==> config.mk <==
export PLATFORM = sky130hd
export DESIGN_NAME = vga_timing_gen
export DESIGN_NICKNAME = d
export VERILOG_FILES = /design/src/rtl/vga_timing_gen.sv
export SDC_FILE = /design/constraint.sdc
export NUM_CORES = 1
export LEC_CHECK = 0
export BUFFER_PORTS_ARGS = -buffer_cell sky130_fd_sc_hd__buf_4
export CORE_ASPECT_RATIO = 1.25
export CORE_MARGIN = 2
export CORE_UTILIZATION = 48
export CTS_CLUSTER_DIAMETER = 60
export CTS_CLUSTER_SIZE = 20
export DETAILED_ROUTE_END_ITERATION = 8
export PLACE_DENSITY = 0.86
export SETUP_SLACK_MARGIN = 0.4
export SLEW_MARGIN = 20
export SYNTH_ARGS = -nofsm -noshare
export SYNTH_HDL_FRONTEND = slang
export SYNTH_SLANG_ARGS = --single-unit
==> constraint.sdc <==
create_clock -name CLK -period 1.5 [get_ports CLK]
set_input_delay 0.15 -clock CLK [delete_from_list [all_inputs] [get_ports CLK]]
set_output_delay 0.15 -clock CLK [all_outputs]
set_load 0.005 [all_outputs]
==> src/rtl/vga_timing_gen.sv <==
`default_nettype none
// ----------------------------------------------------------------------------
// vga_timing_gen : VGA raster timing, pixel address to renderer, blanked colour
// and HS/VS to the DAC. Build macro VGA_BORDER_EN adds a 1-pixel border. Rev 1.0
// ----------------------------------------------------------------------------
module vga_timing_gen #(
  parameter int CLK_DIV  = 4,
  parameter int H_ACTIVE = 640,
  parameter int H_FP     = 16,
  parameter int H_SYNC   = 96,
  parameter int H_BP     = 48,
  parameter int V_ACTIVE = 480,
  parameter int V_FP     = 10,
  parameter int V_SYNC   = 2,
  parameter int V_BP     = 33
) (
  input  logic       CLK,
  input  logic       RESET,
  input  logic [7:0] COLOUR_IN,
  output logic [9:0] ADDRH,
  output logic [8:0] ADDRV,
  output logic [7:0] COLOUR_OUT,
  output logic       HS,
  output logic       VS,
  output logic       FRAME_TICK,
  output logic       PIXEL_EN
);

  localparam int H_TOTAL = H_ACTIVE + H_FP + H_SYNC + H_BP;
  localparam int V_TOTAL = V_ACTIVE + V_FP + V_SYNC + V_BP;
  localparam int DIV_W   = $clog2(CLK_DIV);

  localparam logic [DIV_W-1:0] DIV_LAST = DIV_W'(CLK_DIV - 1);
  localparam logic [9:0] H_ACT        = 10'(H_ACTIVE);
  localparam logic [9:0] H_ACT_LAST   = 10'(H_ACTIVE - 1);
  localparam logic [9:0] H_LAST       = 10'(H_TOTAL - 1);
  localparam logic [9:0] HS_START     = 10'(H_ACTIVE + H_FP);
  localparam logic [9:0] HS_END       = 10'(H_ACTIVE + H_FP + H_SYNC);
  localparam logic [9:0] V_ACT        = 10'(V_ACTIVE);
  localparam logic [9:0] V_ACT_LAST   = 10'(V_ACTIVE - 1);
  localparam logic [9:0] V_LAST       = 10'(V_TOTAL - 1);
  localparam logic [9:0] VS_START     = 10'(V_ACTIVE + V_FP);
  localparam logic [9:0] VS_END       = 10'(V_ACTIVE + V_FP + V_SYNC);

  logic [DIV_W-1:0] div;
  logic [9:0]       hcnt;
  logic [9:0]       vcnt;
  logic             h_active;
  logic             v_active;
  logic             active;
  logic [7:0]       pixel_colour;

  assign PIXEL_EN = (div == DIV_LAST);
  assign h_active = (hcnt < H_ACT);
  assign v_active = (vcnt < V_ACT);
  assign active   = h_active && v_active;
  assign ADDRH    = h_active ? hcnt : '0;
  assign ADDRV    = v_active ? vcnt[8:0] : '0;

`ifdef VGA_BORDER_EN
  logic border;
  // Only meaningful inside the active region; blanking masks it below.
  assign border = (hcnt == '0) || (hcnt == H_ACT_LAST) ||
                  (vcnt == '0) || (vcnt == V_ACT_LAST);
  assign pixel_colour = border ? 8'b0011_1000 : COLOUR_IN;
`else
  assign pixel_colour = COLOUR_IN;
`endif

  // Outputs are captured from the pre-advance counters, giving one pixel of
  // latency shared by colour and both syncs.
  always_ff @(posedge CLK) begin
    if (RESET) begin
      div        <= '0;
      hcnt       <= '0;
      vcnt       <= '0;
      COLOUR_OUT <= '0;
      HS         <= 1'b1;
      VS         <= 1'b1;
      FRAME_TICK <= 1'b0;
    end else begin
      FRAME_TICK <= PIXEL_EN && (hcnt == H_LAST) && (vcnt == V_ACT_LAST);
      if (PIXEL_EN) begin
        div        <= '0;
        COLOUR_OUT <= active ? pixel_colour : '0;
        HS         <= !((hcnt >= HS_START) && (hcnt < HS_END));
        VS         <= !((vcnt >= VS_START) && (vcnt < VS_END));
        if (hcnt == H_LAST) begin
          hcnt <= '0;
          vcnt <= (vcnt == V_LAST) ? '0 : vcnt + 10'd1;
        end else begin
          hcnt <= hcnt + 10'd1;
        end
      end else begin
        div <= div + DIV_W'(1);
      end
    end
  end

endmodule
`default_nettype wire

### Yosys cells after proc, flatten, opt, wreduce, memory -nomap -nowiden

Index checks and enable logic that the tools add are counted.

* register bits: 33
* bits of input ports: 10
* logic and storage cells: 34

* add/sub/neg operators: 3
* order comparisons: 6
* equality and inequality tests: 4
* muxes and demuxes: 5
* reduce and logical (&&, ||, !) cells: 9

Operator list (count)
* 2-to-1 mux 10 bit: 3
* adder 10 x 1 -> 10 bit, second input constant: 2
* equality test 10 bit, second input constant: 2
* < comparator 10 bit, second input constant: 2
* < comparator 10 x 9 -> 1 bit, second input constant: 2
* equality test 10 x 9 -> 1 bit, second input constant: 1
* >= comparator 10 bit, second input constant: 1
* >= comparator 10 x 9 -> 1 bit, second input constant: 1
* 2-to-1 mux 9 bit: 1
* 2-to-1 mux 8 bit: 1
* logical AND 1 bit: 5
* adder 2 x 1 -> 2 bit, second input constant: 1
* equality test 2 bit, second input constant: 1
* logical NOT 1 bit: 2
* AND reduction 2 bit: 1
* OR reduction 2 bit: 1

### Depth between registers and ports, before layout

* depth after elaboration: 3
* depth in mapped cells: 6
* depth with buffers taken out: 6

### Worst setup path after synthesis

No wires, ideal clock.

* kind: register to register
* start: register vcnt[0]
* end: register vcnt[3]
* data arrival time: 1.453 ns
* required time: 1.383 ns
* path slack: -0.070 ns
* stages on the path, launching flop included: 7
* path buffers: 0
* clock period less this slack: 1.570 ns
* cells stage by stage: dfxtp_1 -> inv_1 -> ha_1 -> nor4bb_1 -> a41oi_1 -> o2bb2ai_1 -> a22o_1

* cells in the longest elaborated chain, start to end: 2

RTL lines
* start: declaration: line 47 `logic [9:0] vcnt;`
* start signal: assignment: line 90 `vcnt <= (vcnt == V_LAST) ? '0 : vcnt + 10'd1;`
* adder 10 x 1 -> 10 bit or equality test 10 bit (tied branches): line 90
* 2-to-1 mux 10 bit *: line 90

Mark *: on every way between the ends. The rest lies on a longest branch, timed or not.
A chain may end at the register's enable or synchronous reset.

### Worst setup path after layout

* start: register div[0]
* end: register vcnt[9]

* cells in the longest elaborated chain, start to end: 2

RTL lines
* start: declaration: line 45 `logic [DIV_W-1:0] div;`
* start signal: assignment: line 95 `div <= div + DIV_W'(1);`
* equality test 2 bit: line 53 `assign PIXEL_EN = (div == DIV_LAST);`
* AND reduction 2 bit (no source line)

No other way between the ends.

==> reports/metrics.csv <==
stage,metric,value,unit
outcome,outcome,"complete, but fails checks",
outcome,failing checks,negative setup slack,
final_layout,Final Instance Count excl. Fillers,315,
synthesis,Post-synth EDFFs,0,
setup_path,Setup CP Type,reg2reg,
final_layout,Layout Area Growth over Synthesis,77.1,%
clock_tree,clock slew at reported path FFs,0.08,ns
synthesis,Synth Area in Adders,0.0364,
sta,max-slew violations,0,
grt,largest net degree at the start of global routing,19,
power_and_ir_drop,Logic pwr share,0.100,
power_and_ir_drop,Flop pwr share,0.467,
sta,final setup fails,11,
final_layout,fin nets,291,
die,effective utilization at floorplan,0.498,
synthesis,complex-gate fraction of the synthesized area,0.0895,
sta,setup ws final,-0.0711,ns
placement,gpl congestion,0.843,
synthesis,multiplexer share of the synthesized area,0.0116,
synthesis,Synth Cell Area,1720,um2
setup_path,CP Capture Type,register,
min_path,Hold Crit Start,COLOUR_IN[4],
drt,DRT Wirelength,6.97,mm
min_path,worst min path class,in2reg,
final_layout,share of layout cells above drive strength 1,0.685,
synthesis,Main synth FF type,dfxtp_1,
drt,Residual DRC,0,
setup_path,worst-path fanout max,5,
power_and_ir_drop,total power,1.94,mW
grt,GRT Util Overall,0.279,
final_layout,Antenna diodes,0,
synthesis,"Seq/Total Area, Yosys",0.384,
sta,worst relative slew slack,0.720,
power_and_ir_drop,Cell Int Power,1.48,mW
die,core area,3450,um2
placement,dpl cells,278,
power_and_ir_drop,clock power share,0.432,
sta,Fin Setup TNS,-0.545,ns
setup_path,Critical Path Source Type,register,
die,die area,4080,um2
sta,Final Hold Fails,0,
grt,grt total ovfl,0,
setup_path,reg2reg path depth,5,
clock_tree,CTS Buffer Depth,2,
drt,via count,1868,
setup_path,R2R Path Start,div[0],
setup_path,crit path from,div[0],
power_and_ir_drop,Max VDD drop,0.934,mV
power_and_ir_drop,Leak Pwr,1.30,nW
drt,WL/cell,22.1,um
final_layout,fill cell count,143,
clock_tree,CTS tree,done,
sta,Tmin final,1.57,ns
die,# IOs,41,
sta,period utilization,1.05,
final_layout,fin util,0.882,
clock_tree,"Clk Latency, worst-skew pair",0.30,ns
placement,pre-CTS setup slack,-0.0211,ns
sta,unrepaired setup endpoints after global routing,yes,
die,Core Rows,24,
placement,Post-DP Area,2270,um2
power_and_ir_drop,sw frac,0.237,
clock_tree,CTS Buf Count,5,
drt,Final ANT Viol Nets,0,
synthesis,Simple-Gate Fraction of Synth Area,0.352,
job,max cap viols,0,
final_layout,Seq. cell area,692,um2
drt,DRT Pass-1 Iters,4,
final_layout,most frequent cells in the layout,"buf_4, buf_6, dfxtp_1",
synthesis,asr flop ratio synth,0,
die,Die W,57.5,um
drt,Vias per Instance,5.93,
synthesis,Mapped Cells,183,
synthesis,yosys warns,0,
power_and_ir_drop,P_sw,0.461,mW
clock_tree,Post-CTS Hold Fix Bufs,0,
grt,antenna violations before repair,0,
sta,FMAX,637,MHz
sta,Slew @ Worst Pin,0.416,ns
synthesis,post-synthesis sequential element count,33,
die,die height,70.9,um
synthesis,Synth Area per Inst,9.40,um2
power_and_ir_drop,Power Density,637,nW/um2
min_path,hold path depth,2,
synthesis,xor/xnor share of the synthesized area,0.0662,
sta,clock skew,0.00817,ns
final_layout,Multi-input gate area,1320,um2
clock_tree,H-tree depth,2,
drt,Starting DRT DRC Count,118,
synthesis,largest family of logic cells by synthesized area,simple AND/OR/NAND/NOR gates,
placement,Port-buffer cells,40,
final_layout,final instance area,3050,um2
sta,hold slack,0.0609,ns
setup_path,CP required,1.69,ns
setup_path,"Arr. time, crit path",1.76,ns
clock_tree,CTS Root Cell,clkbuf_8,
grt,first-pass GRT wire length,8.54,mm
final_layout,"commonest non-fill, non-tap cell in the layout",buf_4,
grt,vias in the first global route,1702,
placement,dpl hpwl,3.22,mm
clock_tree,# clock sinks,33,
synthesis,count of cell types in the netlist,45,
synthesis,syn_nets,198,
sequential cells by signal, indices dropped and copies added, names as in the netlist:
register	cells
vcnt	10
COLOUR_OUT	8
HS	1
VS	1
hcnt	10
FRAME_TICK	1
div	2
cell usage after synthesis, drive strengths merged, types with 2 or more instances:
cell,number,area [um2]
a21oi,2,10.0
a22o,9,78.8
and2,18,114
and2b,2,17.5
and3,2,12.5
and4,3,30.0
buf,5,30.0
clkbuf,5,22.5
dfxtp,33,661
ha,5,62.6
inv,5,18.8
mux2i,2,20.0
nand2,6,22.5
nand2b,2,12.5
nand3,6,30.0
nand4,6,37.5
nand4b,3,41.3
nor2,20,75.1
nor2b,2,12.5
nor3,10,50.1
nor4,7,71.3
o21ai,2,10.0
o31ai,2,15.0
or2,2,12.5
xnor2,7,61.3
xor2,6,52.6
worst max-delay path, stage by stage, from the launching register on:
cell	delay [ns]
dfxtp_2	0.38
ha_4	0.22
nand4_1	0.18
nor4_4	0.28
mux2i_1	0.15
nor4_2	0.25
what timing repair did:
action	in CTS	in global routing
gates cloned	1	1
hold endpoints to repair	0	0
gates resized for setup	56	57
setup endpoints to repair	51	52
setup buffers	14	14
pin swaps	30	25
cells by family (layout without fill, tap and decap cells):
| logic type | count (synthesis) | after routing |
|---|---|---|
| compound gates | 20 | 20 |
| xor+xnor | 13 | 13 |
| fa+ha+maj | 5 | 5 |
| buf+inv | 16 | 108 |
| flops | 33 | 33 |
| mux | 2 | 2 |
| simple gates | 94 | 95 |
path summary, 6_finish.rpt:
| path | slack [ns] | to |
|---|---|---|
| setup / recovery | -0.07 | vcnt[9] |
| hold / removal | 0.06 | COLOUR_OUT[4] |
| setup reg to reg | -0.07 | vcnt[9] |
| hold reg to reg | 0.50 | COLOUR_OUT[4] |
per-layer routing:
layer,share of wire,track usage,up-vias
li1,-,-,824
met1,0.37,0.289,903
met3,0.054,0.0713,39
met2,0.52,0.497,102
met4,0.057,0.158,0
met5,0,0,-
cell type report:
| class | instances | share of cell area |
|---|---|---|
| clock buffer | 5 | 0.0226 |
| clock inverter | 2 | 0.0115 |
| inverter | 5 | 0.00616 |
| multi-input combinational | 135 | 0.432 |
| sequential | 33 | 0.227 |
| tap | 39 | 0.0160 |
| timing repair buffer | 96 | 0.285 |
power by group through the flow:
stage          Combinational [mW]  Sequential (mW)  Clock, mW
6_report                    0.194            0.907      0.839
3_5_place_dp                0.127            0.928          0
5_1_grt                     0.200            0.907      0.885
3_3_place_gp                0.120            0.927          0
4_1_cts                     0.144            0.905      0.820
2_1_floorplan              0.0642            0.928          0
Power figures use the tool's default switching activity.
